**config.mk**
```make
export PLATFORM = sky130hd
export DESIGN_NAME = multicycle_controller
export DESIGN_NICKNAME = d
export VERILOG_FILES = /design/src/rtl/multicycle_pkg.sv /design/src/rtl/alu_decoder.sv /design/src/rtl/multicycle_controller.sv
export SDC_FILE = /design/constraint.sdc
export NUM_CORES = 1
export LEC_CHECK = 0
export CORE_MARGIN = 8
export CORE_UTILIZATION = 40
export CTS_BUF_LIST = sky130_fd_sc_hd__clkbuf_16
export DETAILED_ROUTE_END_ITERATION = 8
export HOLD_SLACK_MARGIN = 0.15
export MAX_ROUTING_LAYER = met4
export PLACE_DENSITY_LB_ADDON = 0.12
export SETUP_SLACK_MARGIN = 0.05
export SLEW_MARGIN = 20
export SYNTH_ARGS = -nofsm -noshare
export SYNTH_HDL_FRONTEND = slang
export SYNTH_HIERARCHICAL = 1
export SYNTH_SLANG_ARGS = --single-unit
```
**constraint.sdc**
```tcl
create_clock -name clk -period 3.82 [get_ports clk]
set_input_delay 0.573 -clock clk [delete_from_list [all_inputs] [get_ports clk]]
set_output_delay 0.573 -clock clk [all_outputs]
set_load 0.1 [all_outputs]
```
**src/rtl/multicycle_pkg.sv**
```systemverilog
// Shared encodings for the multicycle RV32I control unit: FSM states, opcodes,
// ALU control words and the internal alu_op codes.
package multicycle_pkg;

    localparam int unsigned OP_W      = 7;
    localparam int unsigned ALU_CTL_W = 3;
    localparam int unsigned ALU_OP_W  = 2;

    typedef enum logic [3:0] {
        S_FETCH,
        S_DECODE,
        S_MEMADR,
        S_MEMREAD,
        S_MEMWRITE,
        S_MEMWB,
        S_EXECUTER,
        S_EXECUTEI,
        S_ALUWB,
        S_JAL,
        S_BEQ
    } state_t;

    localparam logic [OP_W-1:0] OP_LW     = 7'b0000011;
    localparam logic [OP_W-1:0] OP_SW     = 7'b0100011;
    localparam logic [OP_W-1:0] OP_R      = 7'b0110011;
    localparam logic [OP_W-1:0] OP_I      = 7'b0010011;
    localparam logic [OP_W-1:0] OP_JAL    = 7'b1101111;
    localparam logic [OP_W-1:0] OP_BRANCH = 7'b1100011;

    // bit2 selects invert-B with carry-in (subtract)
    localparam logic [ALU_CTL_W-1:0] ALU_AND = 3'b000;
    localparam logic [ALU_CTL_W-1:0] ALU_OR  = 3'b001;
    localparam logic [ALU_CTL_W-1:0] ALU_ADD = 3'b010;
    localparam logic [ALU_CTL_W-1:0] ALU_SUB = 3'b110;
    localparam logic [ALU_CTL_W-1:0] ALU_SLT = 3'b111;

    localparam logic [ALU_OP_W-1:0] ALUOP_ADD   = 2'b00;
    localparam logic [ALU_OP_W-1:0] ALUOP_SUB   = 2'b01;
    localparam logic [ALU_OP_W-1:0] ALUOP_FUNCT = 2'b10;

endpackage

```
**src/rtl/alu_decoder.sv**
```systemverilog
// Combinational ALU decoder: maps alu_op and the instruction funct fields
// onto the 3-bit alu_control word.
module alu_decoder
    import multicycle_pkg::*;
(
    input  logic [1:0] alu_op,
    input  logic [2:0] funct3,
    input  logic       op5,
    input  logic       funct7b5,
    output logic [2:0] alu_control
);

    always_comb begin
        alu_control = ALU_ADD;
        case (alu_op)
            ALUOP_SUB: alu_control = ALU_SUB;
            ALUOP_FUNCT: begin
                case (funct3)
                    // only R-type (op5=1) can request sub; I-type addi ignores bit30
                    3'b000:  alu_control = (op5 & funct7b5) ? ALU_SUB : ALU_ADD;
                    3'b010:  alu_control = ALU_SLT;
                    3'b110:  alu_control = ALU_OR;
                    3'b111:  alu_control = ALU_AND;
                    default: alu_control = ALU_ADD;
                endcase
            end
            default: alu_control = ALU_ADD;
        endcase
    end

endmodule

```
**src/rtl/multicycle_controller.sv**
```systemverilog
// Multicycle RV32I control unit: Moore FSM for datapath controls plus ALU decoder.
// Optional bne support is enabled by defining MULTICYCLE_CONTROLLER_BNE_EN.
module multicycle_controller
    import multicycle_pkg::*;
(
    input  logic       clk,
    input  logic       rst_n,
    input  logic [6:0] op,
    input  logic [2:0] funct3,
    input  logic       funct7b5,
    input  logic       zero,
    output logic       pc_write,
    output logic       adr_src,
    output logic       mem_write,
    output logic       ir_write,
    output logic       reg_write,
    output logic [1:0] result_src,
    output logic [1:0] alu_src_a,
    output logic [1:0] alu_src_b,
    output logic [1:0] imm_src,
    output logic [2:0] alu_control
);

    state_t     r_state;
    state_t     w_next;
    logic [1:0] w_alu_op;
    logic       w_branch;
    logic       w_pc_update;
    logic       w_mem_write;
    logic       w_ir_write;
    logic       w_reg_write;
    logic       w_take;

    always_ff @(posedge clk or negedge rst_n) begin
        if (!rst_n) r_state <= S_FETCH;
        else        r_state <= w_next;
    end

    // next-state logic
    always_comb begin
        w_next = S_FETCH;
        case (r_state)
            S_FETCH: w_next = S_DECODE;
            S_DECODE: begin
                case (op)
                    OP_LW, OP_SW: w_next = S_MEMADR;
                    OP_R:         w_next = S_EXECUTER;
                    OP_I:         w_next = S_EXECUTEI;
                    OP_JAL:       w_next = S_JAL;
                    OP_BRANCH:    w_next = S_BEQ;
                    default:      w_next = S_FETCH;
                endcase
            end
            S_MEMADR:   w_next = (op == OP_SW) ? S_MEMWRITE : S_MEMREAD;
            S_MEMREAD:  w_next = S_MEMWB;
            S_EXECUTER: w_next = S_ALUWB;
            S_EXECUTEI: w_next = S_ALUWB;
            S_JAL:      w_next = S_ALUWB;
            default:    w_next = S_FETCH;
        endcase
    end

    // Moore output decode
    always_comb begin
        adr_src     = 1'b0;
        w_mem_write = 1'b0;
        w_ir_write  = 1'b0;
        w_reg_write = 1'b0;
        result_src  = 2'b00;
        alu_src_a   = 2'b00;
        alu_src_b   = 2'b00;
        w_alu_op    = ALUOP_ADD;
        w_pc_update = 1'b0;
        w_branch    = 1'b0;
        case (r_state)
            S_FETCH: begin
                w_ir_write  = 1'b1;
                alu_src_b   = 2'b10;
                result_src  = 2'b10;
                w_pc_update = 1'b1;
            end
            S_DECODE: begin
                alu_src_a = 2'b01;
                alu_src_b = 2'b01;
            end
            S_MEMADR: begin
                alu_src_a = 2'b10;
                alu_src_b = 2'b01;
            end
            S_MEMREAD: adr_src = 1'b1;
            S_MEMWRITE: begin
                adr_src     = 1'b1;
                w_mem_write = 1'b1;
            end
            S_MEMWB: begin
                result_src  = 2'b01;
                w_reg_write = 1'b1;
            end
            S_EXECUTER: begin
                alu_src_a = 2'b10;
                w_alu_op  = ALUOP_FUNCT;
            end
            S_EXECUTEI: begin
                alu_src_a = 2'b10;
                alu_src_b = 2'b01;
                w_alu_op  = ALUOP_FUNCT;
            end
            S_ALUWB: w_reg_write = 1'b1;
            S_JAL: begin
                alu_src_a   = 2'b01;
                alu_src_b   = 2'b10;
                w_pc_update = 1'b1;
            end
            S_BEQ: begin
                alu_src_a = 2'b10;
                w_alu_op  = ALUOP_SUB;
                w_branch  = 1'b1;
            end
            default: ;
        endcase
    end

    always_comb begin
        case (op)
            OP_SW:     imm_src = 2'b01;
            OP_BRANCH: imm_src = 2'b10;
            OP_JAL:    imm_src = 2'b11;
            default:   imm_src = 2'b00;
        endcase
    end

`ifdef MULTICYCLE_CONTROLLER_BNE_EN
    assign w_take = (funct3 == 3'b001) ? ~zero : zero;
`else
    assign w_take = zero;
`endif

    // enables are gated by rst_n so none can pulse while reset is held
    assign pc_write  = rst_n & (w_pc_update | (w_branch & w_take));
    assign ir_write  = rst_n & w_ir_write;
    assign reg_write = rst_n & w_reg_write;
    assign mem_write = rst_n & w_mem_write;

    alu_decoder u_alu_decoder (
        .alu_op      (w_alu_op),
        .funct3      (funct3),
        .op5         (op[5]),
        .funct7b5    (funct7b5),
        .alu_control (alu_control)
    );

endmodule

```
==> key figures, run 1 <==
Placed design
  • Post-DP Area: 812 um^2
  • Dpl hpwl: 1280 um
  • GPL Wtd Cong: 0.787
  • Setup WS pre-CTS: 0.929 ns
  • IO Port Bufs: 29

Critical path
  • CP Max Fanout: 13
  • Setup crit end kind: primary output
  • Family with the most delay on the worst path: simple AND/OR/NAND/NOR gates
  • WS Path Type: register to primary output
  • Kind of start point of the critical path: register
  • Critical-path top delay cell: dfrtp_1
  • Worst path max stage delay: 0.58 ns
  • Reg2Reg Depth: 3
  • Worst Path Required: 3.25 ns
  • Critical-path cell list: nand2b_1, nor3b_1, inv_1, ha_1, or4b_1, o22ai_2, buf_4
  • Crit path DAT: 2.55 ns
  • Critical path depth: 7
  • Buf/Inv on CP: 2

STA
  • Maximum clock frequency: 0.320 GHz
  • Setup TNS: 0 ns
  • Final setup viols: 0
  • WHS: 0.589 ns
  • Tcrit/Tclk final: 0.817
  • Worst slew pin tran: 0.620 ns
  • Final worst slack: 0.698 ns
  • Rel. slew slack: 0.587
  • Final Skew: 0.00395 ns
  • Max-slew violations: 0
  • Tmin final: 3.12 ns
  • RSZ-0062 raised after global routing: false
  • Hold Vio Cnt, Final: 0

Global route
  • GR met2 Demand/Resource: 0.207
  • First-pass GRT wire length: 2700 um
  • Vias in the first global route: 641
  • Global-route met1 utilization: 0.140
  • Global routing usage on met3: 0.0308
  • Busiest grt layer: met2
  • Initial antenna violation count: 0
  • Largest net degree at the start of global routing: 21
  • GRT Total Usage: 0.125
  • Gr ovfl total: 0

Yosys
  • Ys async rst share: 1.00
  • Net Count, Synth: 89
  • Synth top cells by count: 6 x nor3b_1, 5 x buf_2, 5 x inv_1
  • Synth warn: 6
  • Mapped Cells: 73
  • Sequential share of the synthesized area: 0.179
  • Area contributors post-synth: dfrtp_1 18%, nor3b_1 8.0%, buf_2 4.5%
  • Synth area leader: dfrtp_1
  • EDFF count, synth: 0
  • Top FF cell, synth: dfrtp_1
  • Cell area after synthesis: 561 um^2
  • Flops & latches, synth: 4
  • Avg Cell Area, Syn: 7.68 um^2
  • Distinct cell type count after synthesis: 35
  • Cell with the most instances after synthesis: nor3b_1
  • Yosys top cell area share: 0.179

Cells and area
  • Ant diodes: 0
  • Final Util: 0.682
  • Regs by FF count: r_state: 4 flops
  • Final instance area: 887 um^2
  • Reg area: 100 um^2
  • Share of layout cells above drive strength 1: 0.240
  • Max reg flops: 4
  • Layout fillers: 125
  • Area grow syn2layout: 58.3%
  • Largest register by flop count: r_state
  • Total Nets Final: 118
  • Multi-input logic area: 417 um^2

Route
  • Via count: 671
  • DRC Markers: 0
  • Iteration-0 DRC Markers: 6
  • Avg WL per Cell: 14.3 um
  • Routed wire length: 1650 um
  • Via density: 5.83
  • Final ANT Viol Nets: 0
  • Pre-antenna DRT Iters: 4

Floorplanning
  • Core area: 1300 um^2
  • Starting Density: 0.431
  • Die ar.: 2860 um^2
  • Die Height: 53.4 um
  • Row cnt: 13
  • DIE WIDTH: 53.4 um
  • I/O pins: 30

Clock network
  • H-tree depth: 1
  • Clk root buf: clkbuf_16
  • Clk pin slew, worst setup/hold paths: 0.03 ns
  • Post-CTS Resized: 0
  • CTS tree: yes
  • Clock buffer depth: 2
  • Worst-skew pair later-pin latency: 0.22 ns
  • Post-CTS Setup Inserts: 0
  • CTS buffer count: 3
  • CTS Sinks: 4
  • Hold buffer count at CTS: 0

Pwr
  • Sequential Power Share: 0.131
  • Net Switching: 390 uW
  • Comb pwr share: 0.628
  • P per Cell Area: 758 nW/um^2
  • Clock power frac: 0.241
  • Worst vdd ir: 0.000359 V
  • Pint: 282 uW
  • Switching share of total power: 0.580
  • Leak: 0.000411 uW

Run
  • Max-cap violation count: 0

Min path
  • Worst hold path type: input pin to asynchronous set/reset pin

Run status
  • Status: completed
==> per-stage QoR <==
| stage | total power [uW] | std cells |
|---|---|---|
| 6_report | 672 | 115 |
| 3_3_place_gp | 508 | 112 |
| 5_1_grt | 702 | 115 |
| 2_1_floorplan | 428 | 73 |
| 3_5_place_dp | 510 | 112 |
| 4_1_cts | 676 | 115 |
==> power by group through the flow <==
stage          Clock, uW  Sequential, uW  Combinational, uW
6_report             162            88.1                422
2_1_floorplan          0            54.8                374
4_1_cts              165            86.7                425
3_5_place_dp           0            87.4                423
3_3_place_gp           0            86.3                422
5_1_grt              174            90.9                437
==> final cells by class <==
cell class / instances / share of cell area
clock buffers: 3 / 0.0846
inverters: 5 / 0.0212
multi-input cells: 58 / 0.470
flip-flops and latches: 4 / 0.113
well taps: 15 / 0.0212
repair buffers: 30 / 0.291
==> kinds of logic after synthesis <==
family,Yosys count,share of synthesized area
flip-flops,4,0.179
buffers and inverters,11,0.0982
AO/OA/AOI/OAI,16,0.205
AND/OR/NAND/NOR,36,0.408
multiplexers,1,0.0179
adder cells (fa/ha/maj),2,0.0446
XOR/XNOR,3,0.0469
==> path summary, 6_finish.rpt <==
path	from	endpoint	slack, ns
min in group clk	r_state[1]	r_state[2]	0.78
max in group asynchronous	rst_n	r_state[2]	3.02
setup / recovery	r_state[1]	alu_control[2]	0.70
setup reg to reg	r_state[0]	r_state[0]	2.46
hold / removal	rst_n	r_state[1]	0.59
hold reg to reg	r_state[1]	r_state[2]	0.78
==> cells in the final DEF (no fill, tap or decap), types with 3 or more instances in the layout <==
| cell type | synthesis | layout |
|---|---|---|
| nand2_1 | 4 | 4 |
| nor2_1 | 4 | 4 |
| nor3b_1 | 6 | 6 |
| clkbuf_16 | 0 | 3 |
| o21a_1 | 3 | 3 |
| inv_1 | 5 | 5 |
| a21oi_1 | 4 | 4 |
| dfrtp_1 | 4 | 4 |
| clkdlybuf4s50_1 | 0 | 13 |
| nor2b_1 | 3 | 3 |
| buf_4 | 0 | 17 |
==> layer usage <==
| layer | up-vias | share of wire |
|---|---|---|
| li1 | 325 | - |
| met1 | 314 | 0.44 |
| met2 | 32 | 0.49 |
| met3 | 0 | 0.066 |
| met4 | 0 | 0 |
| met5 | - | 0 |
Note: power is estimated with default switching activity, not from simulation.
==> run 2: changes to the inputs <==
--- a/config.mk
+++ b/config.mk
@@ -6,7 +6,7 @@
 export NUM_CORES = 1
 export LEC_CHECK = 0
 export CORE_MARGIN = 8
-export CORE_UTILIZATION = 40
+export CORE_UTILIZATION = 38
 export CTS_BUF_LIST = sky130_fd_sc_hd__clkbuf_16
 export DETAILED_ROUTE_END_ITERATION = 8
 export HOLD_SLACK_MARGIN = 0.15
==> constraint.sdc (replaced) <==
create_clock -name clk -period 3.18 [get_ports clk]
set_input_delay 0.477 -clock clk [delete_from_list [all_inputs] [get_ports clk]]
set_output_delay 0.477 -clock clk [all_outputs]
set_load 0.1 [all_outputs]
==> key figures, run 2 (synthesized netlist as in run 1, its figures left out) <==
Run status
  • Status: completed

Critical path
  • Crit path DAT: 2.49 ns (-0.06 ns)
  • Critical-path top delay cell: or4b_1
  • Worst path max stage delay: 0.49 ns (-0.09 ns)
  • CP Max Fanout: 10 (-3)
  • Worst Path Required: 2.70 ns (-0.55 ns)
  • Setup crit end kind: primary output
  • Critical-path cell list: nand2b_1, nor3b_1, inv_1, ha_1, or4b_1, o22ai_2, buf_12
  • WS Path Type: register to primary output
  • Kind of start point of the critical path: register

STA
  • Hold Vio Cnt, Final: 0 (unchanged)
  • Worst slew pin tran: 0.318 ns (-0.301 ns)
  • Tcrit/Tclk final: 0.932
  • Tmin final: 2.96 ns
  • Maximum clock frequency: 0.337 GHz
  • Rel. slew slack: 0.787 (+0.200)
  • Final Skew: 0.00296 ns (-0.000983 ns)
  • Max-slew violations: 0 (unchanged)
  • RSZ-0062 raised after global routing: false
  • Final setup viols: 0 (unchanged)

Global route
  • Vias in the first global route: 668 (+4.2%)
  • Gr ovfl total: 0 (unchanged)
  • Initial antenna violation count: 0 (unchanged)
  • First-pass GRT wire length: 2820 um (+4.4%)
  • GRT Total Usage: 0.129 (+0.00336)
  • Largest net degree at the start of global routing: 20 (-4.8%)

Cells and area
  • Total Nets Final: 120 (+1.7%)
  • Regs by FF count: r_state: 4 flops
  • Area grow syn2layout: 69.2%
  • Largest register by flop count: r_state
  • Final Util: 0.660 (-0.0215)
  • Max reg flops: 4 (unchanged)
  • Finished Layout Cells: 118 (+2.6%)
  • Share of layout cells above drive strength 1: 0.294 (+0.0541)
  • Commonest non-fill, non-tap cell in the layout: buf_4
  • Most frequent cells in the layout: 17 x buf_4, 13 x clkdlybuf4s50_1, 5 x inv_1
  • Ant diodes: 0 (unchanged)

Placed design
  • IO Port Bufs: 29 (unchanged)
  • Dpl cells: 115 (+2.7%)
  • GPL Wtd Cong: 0.858 (+8.9%)
  • Dpl hpwl: 1290 um (+0.76%)

Floorplanning
  • Die ar.: 2960 um^2 (+3.7%)
  • Die Height: 54.4 um (+1.8%)
  • Starting Density: 0.390 (-0.0405)
  • DIE WIDTH: 54.4 um (+1.8%)
  • Row cnt: 14 (+1)
  • Core area: 1440 um^2 (+10%)
  • I/O pins: 30 (unchanged)

Route
  • Avg WL per Cell: 13.7 um (-4.4%)
  • Iteration-0 DRC Markers: 13 (+7)
  • DRT met1 WL: 706 um (-2.4%)
  • Pre-antenna DRT Iters: 4 (unchanged)
  • Met2 wire len: 735 um (-9.6%)
  • Routed wire length: 1620 um (-1.9%)
  • Via count: 649 (-3.3%)
  • Final ANT Viol Nets: 0 (unchanged)
  • DRC Markers: 0 (unchanged)
  • Uppermost layer routed: met4
  • Via density: 5.50 (-5.7%)
  • Metal3 WL: 135 um (+24%)

Pwr
  • Leak: 0.000433 uW (+5.5%)
  • Sequential Power Share: 0.086 (-0.045)
  • Switching share of total power: 0.571 (-0.00959)
  • Net Switching: 473 uW (+21%)
  • Worst vdd ir: 0.000372 V (+3.8%)
  • Clock power frac: 0.234 (-0.007)
  • Comb pwr share: 0.680 (+0.052)
  • P per Cell Area: 874 nW/um^2 (+15%)
  • Pint: 356 uW (+26%)

Clock network
  • Clk pin slew, worst setup/hold paths: 0.03 ns (about the same)
  • Clock buffer depth: 2 (unchanged)
  • H-tree depth: 1 (unchanged)
  • Hold buffer count at CTS: 0 (unchanged)
  • CTS tree: yes
  • CTS buffer count: 3 (unchanged)
  • Worst-skew pair later-pin latency: 0.22 ns (about the same)
  • Post-CTS Setup Inserts: 0 (unchanged)
  • Clk root buf: clkbuf_16
  • CTS Sinks: 4 (unchanged)
  • Post-CTS Resized: 0 (unchanged)

Run
  • Max-cap violation count: 0 (unchanged)

Min path
  • Worst hold path type: input pin to asynchronous set/reset pin
## run 2: cell count changes in the layout (fill, tap and decap cells not counted), sizes merged
cell,change
buf,+2
## run 2: cell type report
cell class / instances / area (um^2)
Clock buffer: 3 / 75.1
Tap cell: 16 / 20.0
Sequential cell: 4 / 100
Multi-Input combinational cell: 58 / 437
Inverter: 5 / 18.8
Fill cell: 126 / 488
Timing Repair Buffer: 32 / 298
## run 2: per-layer routing
metal | GRT usage | vias up
li1 | - | 325
met1 | 0.146 | 285
met5 | - | -
met3 | 0.0353 | 4
met2 | 0.195 | 35
met4 | 0.0820 | 0
## run 2: per-stage QoR
step / setup WS, ns / setup TNS, ns / hold WS [ns] / power [uW] / area (um^2)
final: 0.216 / 0 / 0.495 / 829 / 948
after global routing: 0.0610 / 0 / 0.509 / 864 / 948
after CTS: 0.223 / 0 / 0.495 / 836 / 948
after detailed placement: 0.480 / 0 / 0.719 / 637 / 873
after global placement: 0.530 / 0 / 0.736 / 637 / 873
after floorplan: -0.0263 / -0.0263 / 0.181 / 526 / 592
## run 2: worst paths after layout
check | from | to | slack (ns) | cells past startpoint
worst min register to register | r_state[1] | r_state[0] | 0.74 | 3
worst max register to register | r_state[2] | r_state[0] | 1.94 | 3
min in group clk | r_state[1] | r_state[0] | 0.74 | 3
max in group asynchronous | rst_n | r_state[2] | 2.47 | 1
worst max-delay path | r_state[2] | alu_control[2] | 0.22 | 7
worst min-delay path | rst_n | r_state[1] | 0.50 | 1
## run 2: power groups by stage
stage,logic [uW],clock network [uW],registers [uW]
floorplan,460,0,65.8
global placement,565,0,72.0
detailed placement,566,0,71.3
CTS,567,198,71.2
global route,589,202,72.8
finish,564,194,71.2
## run 2: critical path: cells and delay by family, from the launching register on
kind                     cells  cell delay, ns
buffers and inverters        2            0.28
AND/OR/NAND/NOR              3            1.02
flip-flops                   1            0.47
AO/OA/AOI/OAI                1            0.15
adder cells (fa/ha/maj)      1            0.33
==> run 3: changes to the inputs <==
--- a/config.mk
+++ b/config.mk
@@ -18,3 +18,4 @@
 export SYNTH_HDL_FRONTEND = slang
 export SYNTH_HIERARCHICAL = 1
 export SYNTH_SLANG_ARGS = --single-unit
+export TNS_END_PERCENT = 100
==> results of run 3 <==
Same layout as run 2: the final DEF is identical, and so are final timing and power.
==> patch, RTL diff (config.mk and constraints of run 2) <==
Re-encode `state_t` (11 states) as one-hot, 11 bits wide.
--- a/src/rtl/multicycle_pkg.sv
+++ b/src/rtl/multicycle_pkg.sv
@@ -8,14 +8,14 @@
 
-    typedef enum logic [3:0] {
-        S_FETCH,
-        S_DECODE,
-        S_MEMADR,
-        S_MEMREAD,
-        S_MEMWRITE,
-        S_MEMWB,
-        S_EXECUTER,
-        S_EXECUTEI,
-        S_ALUWB,
-        S_JAL,
-        S_BEQ
+    typedef enum logic [10:0] {
+        S_FETCH    = 11'b00000000001,
+        S_DECODE   = 11'b00000000010,
+        S_MEMADR   = 11'b00000000100,
+        S_MEMREAD  = 11'b00000001000,
+        S_MEMWRITE = 11'b00000010000,
+        S_MEMWB    = 11'b00000100000,
+        S_EXECUTER = 11'b00001000000,
+        S_EXECUTEI = 11'b00010000000,
+        S_ALUWB    = 11'b00100000000,
+        S_JAL      = 11'b01000000000,
+        S_BEQ      = 11'b10000000000
     } state_t;
Formal check against the unedited RTL: no difference found for any inputs over 10 cycles, from zero or initial values and one cycle with rst_n low; not proved beyond that.
==> patch against run 2 <==
  * Final area increased by 47%
  * Sequential power is 150% higher
  * Maximum frequency is 4.1% lower
  * Global-route usage down 0.55 points
  * Total power grew 9.1%
  * Synthesized area is 53% higher
  * Non-clock buffer count grew 3
  * Routed wire length grew 49%
  * Sequential cell count rose by 7
  * Worst setup slack worse by 0.13 ns
  * Critical path type unchanged
==> patch: results (changes against run 2) <==
Worst Path Max Fanout=5 (was 10); unique cell type count in the Yosys netlist=43 (was 35); Max VDD drop=0.398 mV (was 0.372 mV); Top Registers=r_state (11) (was r_state (4)); Syn Nets=112 (was 89); Sw Ratio=0.469 (was 0.571); worst-margin pin slew=0.373 ns (was 0.318 ns); Finished Layout Cells=161 (was 118); ClkCell Share=0.0566 (was 0.0792); GR Util All Layers=0.123 (was 0.129); leading post-synthesis cells by cell area=dfrtp_1 29%, nor4_2 5.8%, nor2_1 5.7% (was dfrtp_1 18%, nor3b_1 8.0%, buf_2 4.5%); share of cells above drive strength 1=0.338 (was 0.294); multi-input combinational gate total=76 (was 58); area of the multi-input gates=593 µm² (was 437 µm²); FF+latch area=278 µm² (was 100 µm²); Synth Area per Inst=8.94 µm² (was 7.68 µm²); Filler Cell Count=192 (was 126); Crit Reg-Reg Startpoint=r_state[4]$_DFF_PN0_ (was r_state[2]$_DFF_PN0_); status=completed (unchanged); buffering overhead=0.275 (was 0.314); hold_ws=0.513 ns (was 0.495 ns); Post-Route WL=2410 µm (was 1620 µm); Die Area=0.00404 mm² (was 0.00296 mm²); Final Wtd Congestion=0.920 (was 0.858); share of power burned in registers=0.194 (was 0.086)
## patch: metal layers
| metal | up-vias | GRT usage | routed length [µm] |
|---|---|---|---|
| met5 | - | - | 0 |
| met4 | 0 | 0.0585 | 67 |
| met3 | 9 | 0.0247 | 66 |
| met2 | 22 | 0.203 | 1210 |
| met1 | 403 | 0.139 | 1070 |
| li1 | 427 | - | - |
## patch: cell families (layout without fill, tap and decap cells)
group / after synthesis / in the layout / share of synthesized area
fa+ha+maj: 2 / 2 / 0.0291
buf+inv: 9 / 46 / 0.0423
simple gates: 59 / 59 / 0.477
compound gates: 11 / 11 / 0.0889
xor+xnor: 4 / 4 / 0.0408
flops: 11 / 11 / 0.322
## patch: what timing repair did
action	CTS	global route
pin swaps	0	2
buffers inserted	0	2
resized for setup	3	2
cloned	0	0
setup endpoints to repair	1	1
